File: config.mk
export PLATFORM = sky130hd
export DESIGN_NAME = sync_uart_tx
export DESIGN_NICKNAME = d
export VERILOG_FILES = /design/src/rtl/sync_uart_tx.sv
export SDC_FILE = /design/constraint.sdc
export NUM_CORES = 1
export LEC_CHECK = 0
export ABC_AREA = 0
export BUFFER_PORTS_ARGS = -buffer_cell sky130_fd_sc_hd__buf_2
export CORE_UTILIZATION = 40
export CTS_CLUSTER_DIAMETER = 60
export DETAILED_ROUTE_END_ITERATION = 8
export GPL_TIMING_DRIVEN = 0
export SLEW_MARGIN = 10
export SYNTH_ARGS = -nofsm -noshare
export SYNTH_HDL_FRONTEND = slang
export SYNTH_SLANG_ARGS = --single-unit
File: constraint.sdc
create_clock -name CLK -period 3.27 [get_ports CLK]
set_clock_uncertainty 0.15 [all_clocks]
set_input_delay 0.327 -clock CLK [delete_from_list [all_inputs] [get_ports CLK]]
set_output_delay 0.327 -clock CLK [all_outputs]
set_load 0.02 [all_outputs]
File: src/rtl/sync_uart_tx.sv
// Serial frame transmitter: 0x7E preamble, opt, len, payload, CRC-32; one bit per baud_en.
// Optional trailing idle gap enabled by defining SYNC_UART_TX_IDLE_GAP_EN.
//
// state   | meaning
// ST_IDLE | line high, waiting for a request
// ST_INIT | 7-bit 0x7E preamble, MSB first, raw bits
// ST_OPT  | option byte (start, 8 data LSB first, stop)
// ST_LEN  | length byte
// ST_DATA | payload bytes, byte_cnt runs len..1
// ST_CSM  | CRC-32 bytes, byte_cnt runs 4..1 (MSB byte first)
// ST_GAP  | GAP_BITS idle periods (only with SYNC_UART_TX_IDLE_GAP_EN)
module sync_uart_tx #(
  parameter int BYTE_SIZE    = 8,
  parameter int MAX_MSG_LEN  = (1 << BYTE_SIZE) - 1,
  parameter int IN_DATA_SIZE = $clog2(MAX_MSG_LEN) * BYTE_SIZE,
  parameter int GAP_BITS     = 2
) (
  input  logic                    CLK,
  input  logic                    RST_N,
  input  logic                    baud_en,
  input  logic                    i_valid,
  input  logic [BYTE_SIZE-1:0]    i_opt,
  input  logic [BYTE_SIZE-1:0]    i_len,
  input  logic [IN_DATA_SIZE-1:0] i_data,
  output logic                    o_ready,
  output logic                    o_bit,
  output logic                    o_busy,
  output logic                    o_done,
  output logic                    o_err
);

  localparam int DATA_BYTES = IN_DATA_SIZE / BYTE_SIZE;
  localparam int CRC_BYTES  = 32 / BYTE_SIZE;
  localparam int CNT_MAX    = (GAP_BITS > BYTE_SIZE + 1) ? GAP_BITS : BYTE_SIZE + 2;
  localparam int CNT_W      = $clog2(CNT_MAX);

  localparam logic [BYTE_SIZE-1:0] DATA_BYTES_L = BYTE_SIZE'(DATA_BYTES);
  localparam logic [BYTE_SIZE-1:0] CRC_BYTES_L  = BYTE_SIZE'(CRC_BYTES);
  localparam logic [BYTE_SIZE-1:0] LAST_BYTE    = BYTE_SIZE'(1);
  localparam logic [CNT_W-1:0]     BIT_LOAD     = CNT_W'(BYTE_SIZE + 1);
  localparam logic [CNT_W-1:0]     PRE_LOAD     = CNT_W'(6);
  localparam logic [31:0]          CRC_POLY     = 32'h04C11DB7;

`ifdef SYNC_UART_TX_IDLE_GAP_EN
  localparam logic [CNT_W-1:0] GAP_LOAD = CNT_W'(GAP_BITS - 1);
  typedef enum logic [2:0] {ST_IDLE, ST_INIT, ST_OPT, ST_LEN, ST_DATA, ST_CSM, ST_GAP} state_t;
`else
  typedef enum logic [2:0] {ST_IDLE, ST_INIT, ST_OPT, ST_LEN, ST_DATA, ST_CSM} state_t;
`endif

  state_t                  state;
  logic [CNT_W-1:0]        bit_cnt;
  logic [BYTE_SIZE-1:0]    byte_cnt;
  logic [6:0]              pre_sr;
  logic [BYTE_SIZE-1:0]    tx_sr;
  logic [BYTE_SIZE-1:0]    opt_q;
  logic [BYTE_SIZE-1:0]    len_q;
  logic [IN_DATA_SIZE-1:0] data_q;
  logic [31:0]             crc_q;
  logic [31:0]             crc_next;
  logic [BYTE_SIZE-1:0]    cur_byte;

  // Payload byte with counter value n lives at i_data[BYTE_SIZE*n-1 -: BYTE_SIZE]
  always_comb begin
    cur_byte = '0;
    case (state)
      ST_OPT:  cur_byte = opt_q;
      ST_LEN:  cur_byte = len_q;
      ST_DATA: begin
        for (int k = 0; k < DATA_BYTES; k++)
          if (byte_cnt == BYTE_SIZE'(k + 1)) cur_byte = data_q[BYTE_SIZE*k +: BYTE_SIZE];
      end
      ST_CSM: begin
        for (int k = 0; k < CRC_BYTES; k++)
          if (byte_cnt == BYTE_SIZE'(k + 1)) cur_byte = crc_q[BYTE_SIZE*k +: BYTE_SIZE];
      end
      default: cur_byte = '0;
    endcase
  end

  always_comb begin
    crc_next = {crc_q[30:0], 1'b0} ^ ((crc_q[31] ^ tx_sr[0]) ? CRC_POLY : 32'h0);
  end

  always_ff @(posedge CLK or negedge RST_N) begin
    if (!RST_N) begin
      state    <= ST_IDLE;
      bit_cnt  <= '0;
      byte_cnt <= '0;
      pre_sr   <= '0;
      tx_sr    <= '0;
      opt_q    <= '0;
      len_q    <= '0;
      data_q   <= '0;
      crc_q    <= '0;
      o_ready  <= 1'b1;
      o_bit    <= 1'b1;
      o_busy   <= 1'b0;
      o_done   <= 1'b0;
      o_err    <= 1'b0;
    end else begin
      o_done <= 1'b0;
      o_err  <= 1'b0;
      case (state)
        ST_IDLE: begin
          if (i_valid && o_ready) begin
            if (i_len == '0 || i_len > DATA_BYTES_L) begin
              o_err <= 1'b1;
            end else begin
              state   <= ST_INIT;
              opt_q   <= i_opt;
              len_q   <= i_len;
              data_q  <= i_data;
              crc_q   <= '1;
              pre_sr  <= 7'h7E;
              bit_cnt <= PRE_LOAD;
              o_ready <= 1'b0;
              o_busy  <= 1'b1;
            end
          end
        end
        ST_INIT: begin
          if (baud_en) begin
            o_bit  <= pre_sr[6];
            pre_sr <= {pre_sr[5:0], 1'b0};
            if (bit_cnt == '0) begin
              state   <= ST_OPT;
              bit_cnt <= BIT_LOAD;
            end else begin
              bit_cnt <= bit_cnt - 1'b1;
            end
          end
        end
        ST_OPT, ST_LEN, ST_DATA, ST_CSM: begin
          if (baud_en) begin
            if (bit_cnt == BIT_LOAD) begin
              o_bit   <= 1'b0;
              tx_sr   <= cur_byte;
              bit_cnt <= bit_cnt - 1'b1;
            end else if (bit_cnt != '0) begin
              o_bit   <= tx_sr[0];
              tx_sr   <= tx_sr >> 1;
              bit_cnt <= bit_cnt - 1'b1;
              // CRC covers opt/len/payload data bits only and is frozen while it is sent
              if (state != ST_CSM) crc_q <= crc_next;
            end else begin
              o_bit   <= 1'b1;
              bit_cnt <= BIT_LOAD;
              case (state)
                ST_OPT: state <= ST_LEN;
                ST_LEN: begin
                  state    <= ST_DATA;
                  byte_cnt <= len_q;
                end
                ST_DATA: begin
                  if (byte_cnt == LAST_BYTE) begin
                    state    <= ST_CSM;
                    byte_cnt <= CRC_BYTES_L;
                  end else begin
                    byte_cnt <= byte_cnt - 1'b1;
                  end
                end
                default: begin
                  if (byte_cnt == LAST_BYTE) begin
`ifdef SYNC_UART_TX_IDLE_GAP_EN
                    state   <= ST_GAP;
                    bit_cnt <= GAP_LOAD;
`else
                    state   <= ST_IDLE;
                    o_done  <= 1'b1;
                    o_ready <= 1'b1;
                    o_busy  <= 1'b0;
`endif
                  end else begin
                    byte_cnt <= byte_cnt - 1'b1;
                  end
                end
              endcase
            end
          end
        end
`ifdef SYNC_UART_TX_IDLE_GAP_EN
        ST_GAP: begin
          if (baud_en) begin
            o_bit <= 1'b1;
            if (bit_cnt == '0) begin
              state   <= ST_IDLE;
              o_done  <= 1'b1;
              o_ready <= 1'b1;
              o_busy  <= 1'b0;
            end else begin
              bit_cnt <= bit_cnt - 1'b1;
            end
          end
        end
`endif
        default: begin
          state   <= ST_IDLE;
          o_bit   <= 1'b1;
          o_ready <= 1'b1;
          o_busy  <= 1'b0;
        end
      endcase
    end
  end

endmodule
After elaboration in Yosys (flattened, before gate mapping):

Cells that the tools add are included.

* input bits: 84
* output and inout port bits: 5
* bits in writable memories: 0
* memory bits (read-only): 0
* flip-flop bits (word level): 147
* bits in latches: 0
* memories: 0
* logic and storage cells: 154

* div/mod/pow operators: 0
* add/subtract/negate cells: 2
* shift operators: 0
* $mul: 0
* equality and inequality tests: 29
* muxes and demuxes: 79
* bitwise gates (word level): 8
* reduce and logical (&&, ||, !) cells: 21
* order comparisons: 1

Operator list (count)
* two-way mux 32 bit: 6
* two-way mux 8 bit: 16
* one-hot mux 32 bit (2 select lines): 1
* == test 8 x 3 -> 1 bit (second input constant): 4
* one-hot mux 8 bit (4 select lines): 1
* XOR 32 x 27 -> 32 bit: 1
* two-way mux 4 bit: 7
* two-way mux 1 bit: 27
* two-way mux 27 bit: 1
* two-way mux 3 bit: 9
* one-hot mux 8 bit (3 select lines): 1
* != test 2 bit (second input constant): 11
* two-way mux 7 bit: 3
* one-hot mux 3 bit (3 select lines): 2
* == test 8 x 2 -> 1 bit (second input constant): 2
* one-hot mux 7 bit (2 select lines): 1
* one-hot mux 4 bit (3 select lines): 1
* one-hot mux 1 bit (3 select lines): 3
* AND reduction 3 bit: 3
* AND reduction 9 bit: 1
* == test 8 x 1 -> 1 bit (second input constant): 1
* == test 8 x 4 -> 1 bit (second input constant): 1
* > comparator 8 x 4 -> 1 bit (second input constant): 1
* logical NOT 8 bit: 1
* other kinds (25): 35

Depth between registers and ports, before layout:

* depth after elaboration: 11
* depth in mapped cells: 10
* gate-level depth less buffers: 7

Worst setup path after synthesis:

OpenSTA, ideal clock, no wires.

* kind: reg2reg
* from: register state[2]
* to: register crc_q[10]
* arrival time: 2.222 ns
* data required time: 2.995 ns
* path buffers: 3
* stages on the path, launching flop included: 10
* path slack: 0.773 ns
* setup time: 0.125 ns
* clock period less this slack: 2.497 ns
* path through: dfrtp_1 -> ha_1 -> buf_4 -> inv_1 -> nor3_4 -> and2_1 -> buf_2 -> o211a_4 -> buf_6 -> mux2_4

* longest elaborated chain between the ends: 4
* elaborated cells on any way between the ends: 16
* those cells by class: eq/ne: 11; mux: 1; reduce/logical: 4

RTL lines
* from (decl): RTL line 51 `state_t state;`
* from (signal assigned): RTL line 87 `state <= ST_IDLE;`
* from (signal assigned): RTL line 110 `state <= ST_INIT;`
* from (signal assigned): RTL line 127 `state <= ST_OPT;`
* == test 3 bit / == test 3 x 2 -> 1 bit (equally long branches): RTL line 104 `case (state)`
* OR reduction 4 bit: RTL line 104
* != test 2 bit (no line) / nonzero test 2 bit (equally long branches)
* AND reduction 7 bit (no line)
* to (signal assigned): RTL line 145 `if (state != ST_CSM) crc_q <= crc_next;`
* to (decl): RTL line 59 `logic [31:0] crc_q;`

Parallel ways exist; a longest one is shown, timed or not.
A chain may end at the register's enable or synchronous reset.

Final worst setup path:

* from: register byte_cnt[1]
* to: register tx_sr[2]

* longest elaborated chain between the ends: 11
* elaborated cells on any way between the ends: 22
* those cells by class: eq/ne: 8; mux: 14

RTL lines
* from (decl): RTL line 53 `logic [BYTE_SIZE-1:0] byte_cnt;`
* from (signal assigned): RTL line 153 `byte_cnt <= len_q;`
* from (signal assigned): RTL line 160 `byte_cnt <= byte_cnt - 1'b1;`
* from (signal assigned): RTL line 175 `byte_cnt <= byte_cnt - 1'b1;`
* == test 8 x 1 -> 1 bit: RTL line 71, 75
* two-way mux 8 bit (8 in a row): RTL line 71 `if (byte_cnt == BYTE_SIZE'(k + 1)) cur_byte = data_q[BYTE_SIZE*k +: BYTE_SIZE];`
* one-hot mux 8 bit (4 select lines) *: RTL line 66 `case (state)`
* two-way mux 8 bit *: RTL line 136 `if (bit_cnt == BIT_LOAD) begin`
* to (signal assigned): RTL line 138 `tx_sr <= cur_byte;`
* to (signal assigned): RTL line 142 `tx_sr <= tx_sr >> 1;`
* to (decl): RTL line 55 `logic [BYTE_SIZE-1:0] tx_sr;`

Every way passes the cells marked *; elsewhere a longest branch is shown, timed or not.

==> run_results.csv <==
group,metric,value,unit
status,run_status,"finished clean",
setup_path,timing.critical_path.arrival,3.28,ns
timing,worst_hold_slack,0.0127,ns
global_routing,grtUsageTotal,22.2,%
clock_tree,cts_num_sinks,146,
clock_tree,ctsHtreeMaxLevel,4,
route,post_drt_wl_per_cell,18.2,um
pwr,power_report.internal_total,5.28,mW
synth,synth_simple_gate_area_share,13.5,%
place,routability_congestion_estimate_from_global_placement,0.863,
pwr,sw_frac_of_total,37.4,%
synth,postSynthCellCount,710,
global_routing,largest_net_degree_at_the_start_of_global_routing,76,
worst_hold_path,min-delay-path-class,"input port to flop",
pwr,pwr_density_cell,844,mW/mm^2
route,pre_antenna_drt_iters,5,
clock_tree,cts-buffers-inserted,17,
pwr,ir_worst_vdd,0.469,mV
pwr,p_comb_share,41.4,%
timing,setup_ws,0.212,ns
global_routing,grt_overflow_total,0,
route,first_iter_violations,381,
finish,ff_latch_area,0.00366,mm^2
finish,multiInputGateArea,0.00391,mm^2
clock_tree,clockBufferDepth,2,
global_routing,global_route_wire_length_before_repair,34.2,mm
global_routing,globalRouteMet1Util,31.1,%
finish,final_core_util,52.6,%
synth,seq_area_frac_synth,46.4,%
synth,yosys.area_share.xor_xnor,1.56,%
place,placement.setup.worst_slack,0.285,ns
timing,max_freq,327,MHz
synth,synth_nets,803,
floorplan,floorplan.die.width,142,um
timing,timing_worst_slew_pin_value,0.826,ns
clock_tree,post_cts_resize_count,0,
synth,synth-async-reset-ratio,100,%
global_routing,grt_pass1_vias,6162,
timing,rsz0062_at_grt,"no",
clock_tree,clock_latency_at_the_later_pin_of_the_worst_skew_pair,0.43,ns
route,num_vias,6198,
floorplan,die_height,142,um
setup_path,crit_fanout,10,
route,via_per_inst,5.33,
synth,number_of_warning_messages_in_the_yosys_log,0,
synth,ys_dominant_reg_cell,"dfrtp_1",
route,drcViolationCount,0,
pwr,power.share.clock,24.1,%
floorplan,initial_core_util,41.4,%
synth,cell_area_after_synthesis,0.00787,mm^2
clock_tree,post-cts-setup-buffer-count,0,
timing,final-setup-viol-count,0,
global_routing,globalRouteMet2Util,34.3,%
clock_tree,tritoncts_clock_tree,"yes",
timing,finalHoldViolations,0,
global_routing,grt_use_met3,3.80,%
synth,synth_compound_gate_area_share,15.1,%
place,place.detailed.instances,1059,
clock_tree,cts.root.buffer_cell,"clkbuf_16",
route,routed_wirelength,21.2,mm
synth,post_synth_num_cell_types,68,
synth,synth_top_cells_by_area,"dfrtp_1 46%, mux2_2 11%, mux2_4 5.5%",
synth,synth_top_area_cell,"dfrtp_1",
setup_path,worstPathRequired,3.49,ns
global_routing,grt_antenna_before_repair,0,
finish,layout.cells.most_common_list,"144 x dfrtp_1, 96 x buf_2, 78 x mux2_2",
timing,timing.final.crit_share,93.5,%
finish,n_antenna_cell,0,
finish,drive_gt1_share,29.2,%
synth,netlist.area_leader.share,45.8,%
timing,maxSlewViolCount,0,
finish,design.final.nets,983,
synth,largest_family_of_logic_cells_by_synthesized_area,"multiplexers",
synth,syn_avg_cell_area,11.1,um^2
finish,mostFrequentLayoutCell,"dfrtp_1",
flow_run,maxCapViolCount,0,
global_routing,grt_busiest_layer,"met2",
floorplan,core_area,0.0190,mm^2
synth,synth_enable_flop_cells,0,
finish,instances_no_fill,1163,
synth,yosys-mux-area-fraction,18.0,%
pwr,netSwitchingPower,3.16,mW
place,detailed_place.area,0.00868,mm^2
pwr,pwr-share-seq,34.5,%
floorplan,boundaryPins,89,
floorplan,num_rows,50,
finish,fillCellCount,1692,
synth,ys_ff_latch,146,
setup_path,critPathKind,"flop to flop",
clock_tree,cts.clk_slew.worst_paths,0.06,ns
timing,layout_min_cycle_time,3.06,ns
pwr,report.power.total,8.44,mW
timing,slew_headroom,44.4,%
finish,area_delta_synth_final,27.1,%
timing,totalNegativeSetupSlack,0,ns
place,place.detailed.hpwl,14.8,mm
pwr,power.leakage,4.34,nW
floorplan,die_area,0.0202,mm^2
setup_path,cp-end-kind,"flop",
setup_path,critPathLaunchType,"flop",
synth,post_synth_fa_ha_maj_area_fraction,1.56,%
finish,layout.cell_area.non_filler,0.0100,mm^2
place,io_buffers,88,
route,ant_nets,0,
[Yosys cell counts (all sizes together) (5+ instances only)]
library cell	n
nor4	5
o2111ai	7
and3b	10
a31oi	5
o21ai	49
clkbuf	25
o211ai	16
a221oi	9
mux2i	10
nor2	15
mux2	107
nand2	65
and2	6
dfrtp	144
nor2b	22
inv	18
nand3b	9
nor3b	5
buf	21
a221o	6
xnor2	13
nor3	6
o31ai	10
nand2b	26
a21oi	39
ha	9
[worst max-delay path, stage by stage (launching register included)]
cell and delay, ns:
dfrtp_1 0.42, inv_1 0.14, ha_1 0.37, clkbuf_1 0.40
clkbuf_1 0.44, nand2_1 0.11, o211ai_1 0.27, o2111ai_1 0.20
a21oi_1 0.28, o221a_2 0.22
[power groups by stage]
stage	Clock, mW	Combinational (mW)	Sequential [mW]
finish	2.03	3.50	2.92
global route	2.13	3.84	2.99
CTS	2.06	3.50	2.91
detailed placement	0	3.42	2.93
global placement	0	3.37	2.93
floorplan	0	2.62	2.77
[cell families (layout without fill, tap and decap cells)]
logic type / count (synthesis) / in the layout
AOI/OAI and AO/OA: 177 / 177
xor gates and xnor gates: 14 / 14
adders and majority gates: 10 / 10
muxes: 117 / 117
DFF: 146 / 146
buffers and inverters: 64 / 257
and+or+nand+nor: 182 / 182
[final timing paths]
| path | to | from | cells after the start | slack, ns |
|---|---|---|---|---|
| min in group asynchronous | crc_q[19]$_DFFE_PN0P_ | RST_N | 2 | 0.28 |
| max | tx_sr[2]$_DFFE_PN0P_ | byte_cnt[1]$_DFFE_PN0P_ | 9 | 0.21 |
| min reg2reg | pre_sr[2]$_DFFE_PN0P_ | pre_sr[2]$_DFFE_PN0P_ | 2 | 0.33 |
| max in group asynchronous | o_ready$_DFFE_PN1P_ | RST_N | 3 | 1.90 |
| max reg2reg | tx_sr[2]$_DFFE_PN0P_ | byte_cnt[1]$_DFFE_PN0P_ | 9 | 0.21 |
| min | len_q[0]$_DFFE_PN0P_ | i_len[0] | 2 | 0.01 |
[state kept, by name, indices dropped and copies added, names as in the netlist]
name / flops
data_q: 64
crc_q: 32
byte_cnt: 8
len_q: 8
opt_q: 8
tx_sr: 8
pre_sr: 6
bit_cnt: 4
state: 3
o_bit: 1
o_busy: 1
o_done: 1
o_err: 1
o_ready: 1
[what timing repair did]
item | in CTS | in global routing
endpoints found under the hold margin | 142 | 0
endpoints found under the setup margin | 0 | 0
hold buffers | 72 | 0
[per-layer routing]
layer  routed length [um]  up-vias
met5                    0        -
met4                  573        0
met3                  769       37
met2                 9760      153
met1                10100     3057
li1                     -     2951
[layout make-up]
cell class,count,share of cell area [%]
flip-flops and latches,146,36.5
plain buffers,46,2.36
inverters,18,0.675
well taps,260,3.25
clock inverters,14,1.78
multi-input cells,500,39.1
repair buffers,161,12.0
clock buffers,18,4.29
No activity file was read; power rests on OpenSTA's default activity.
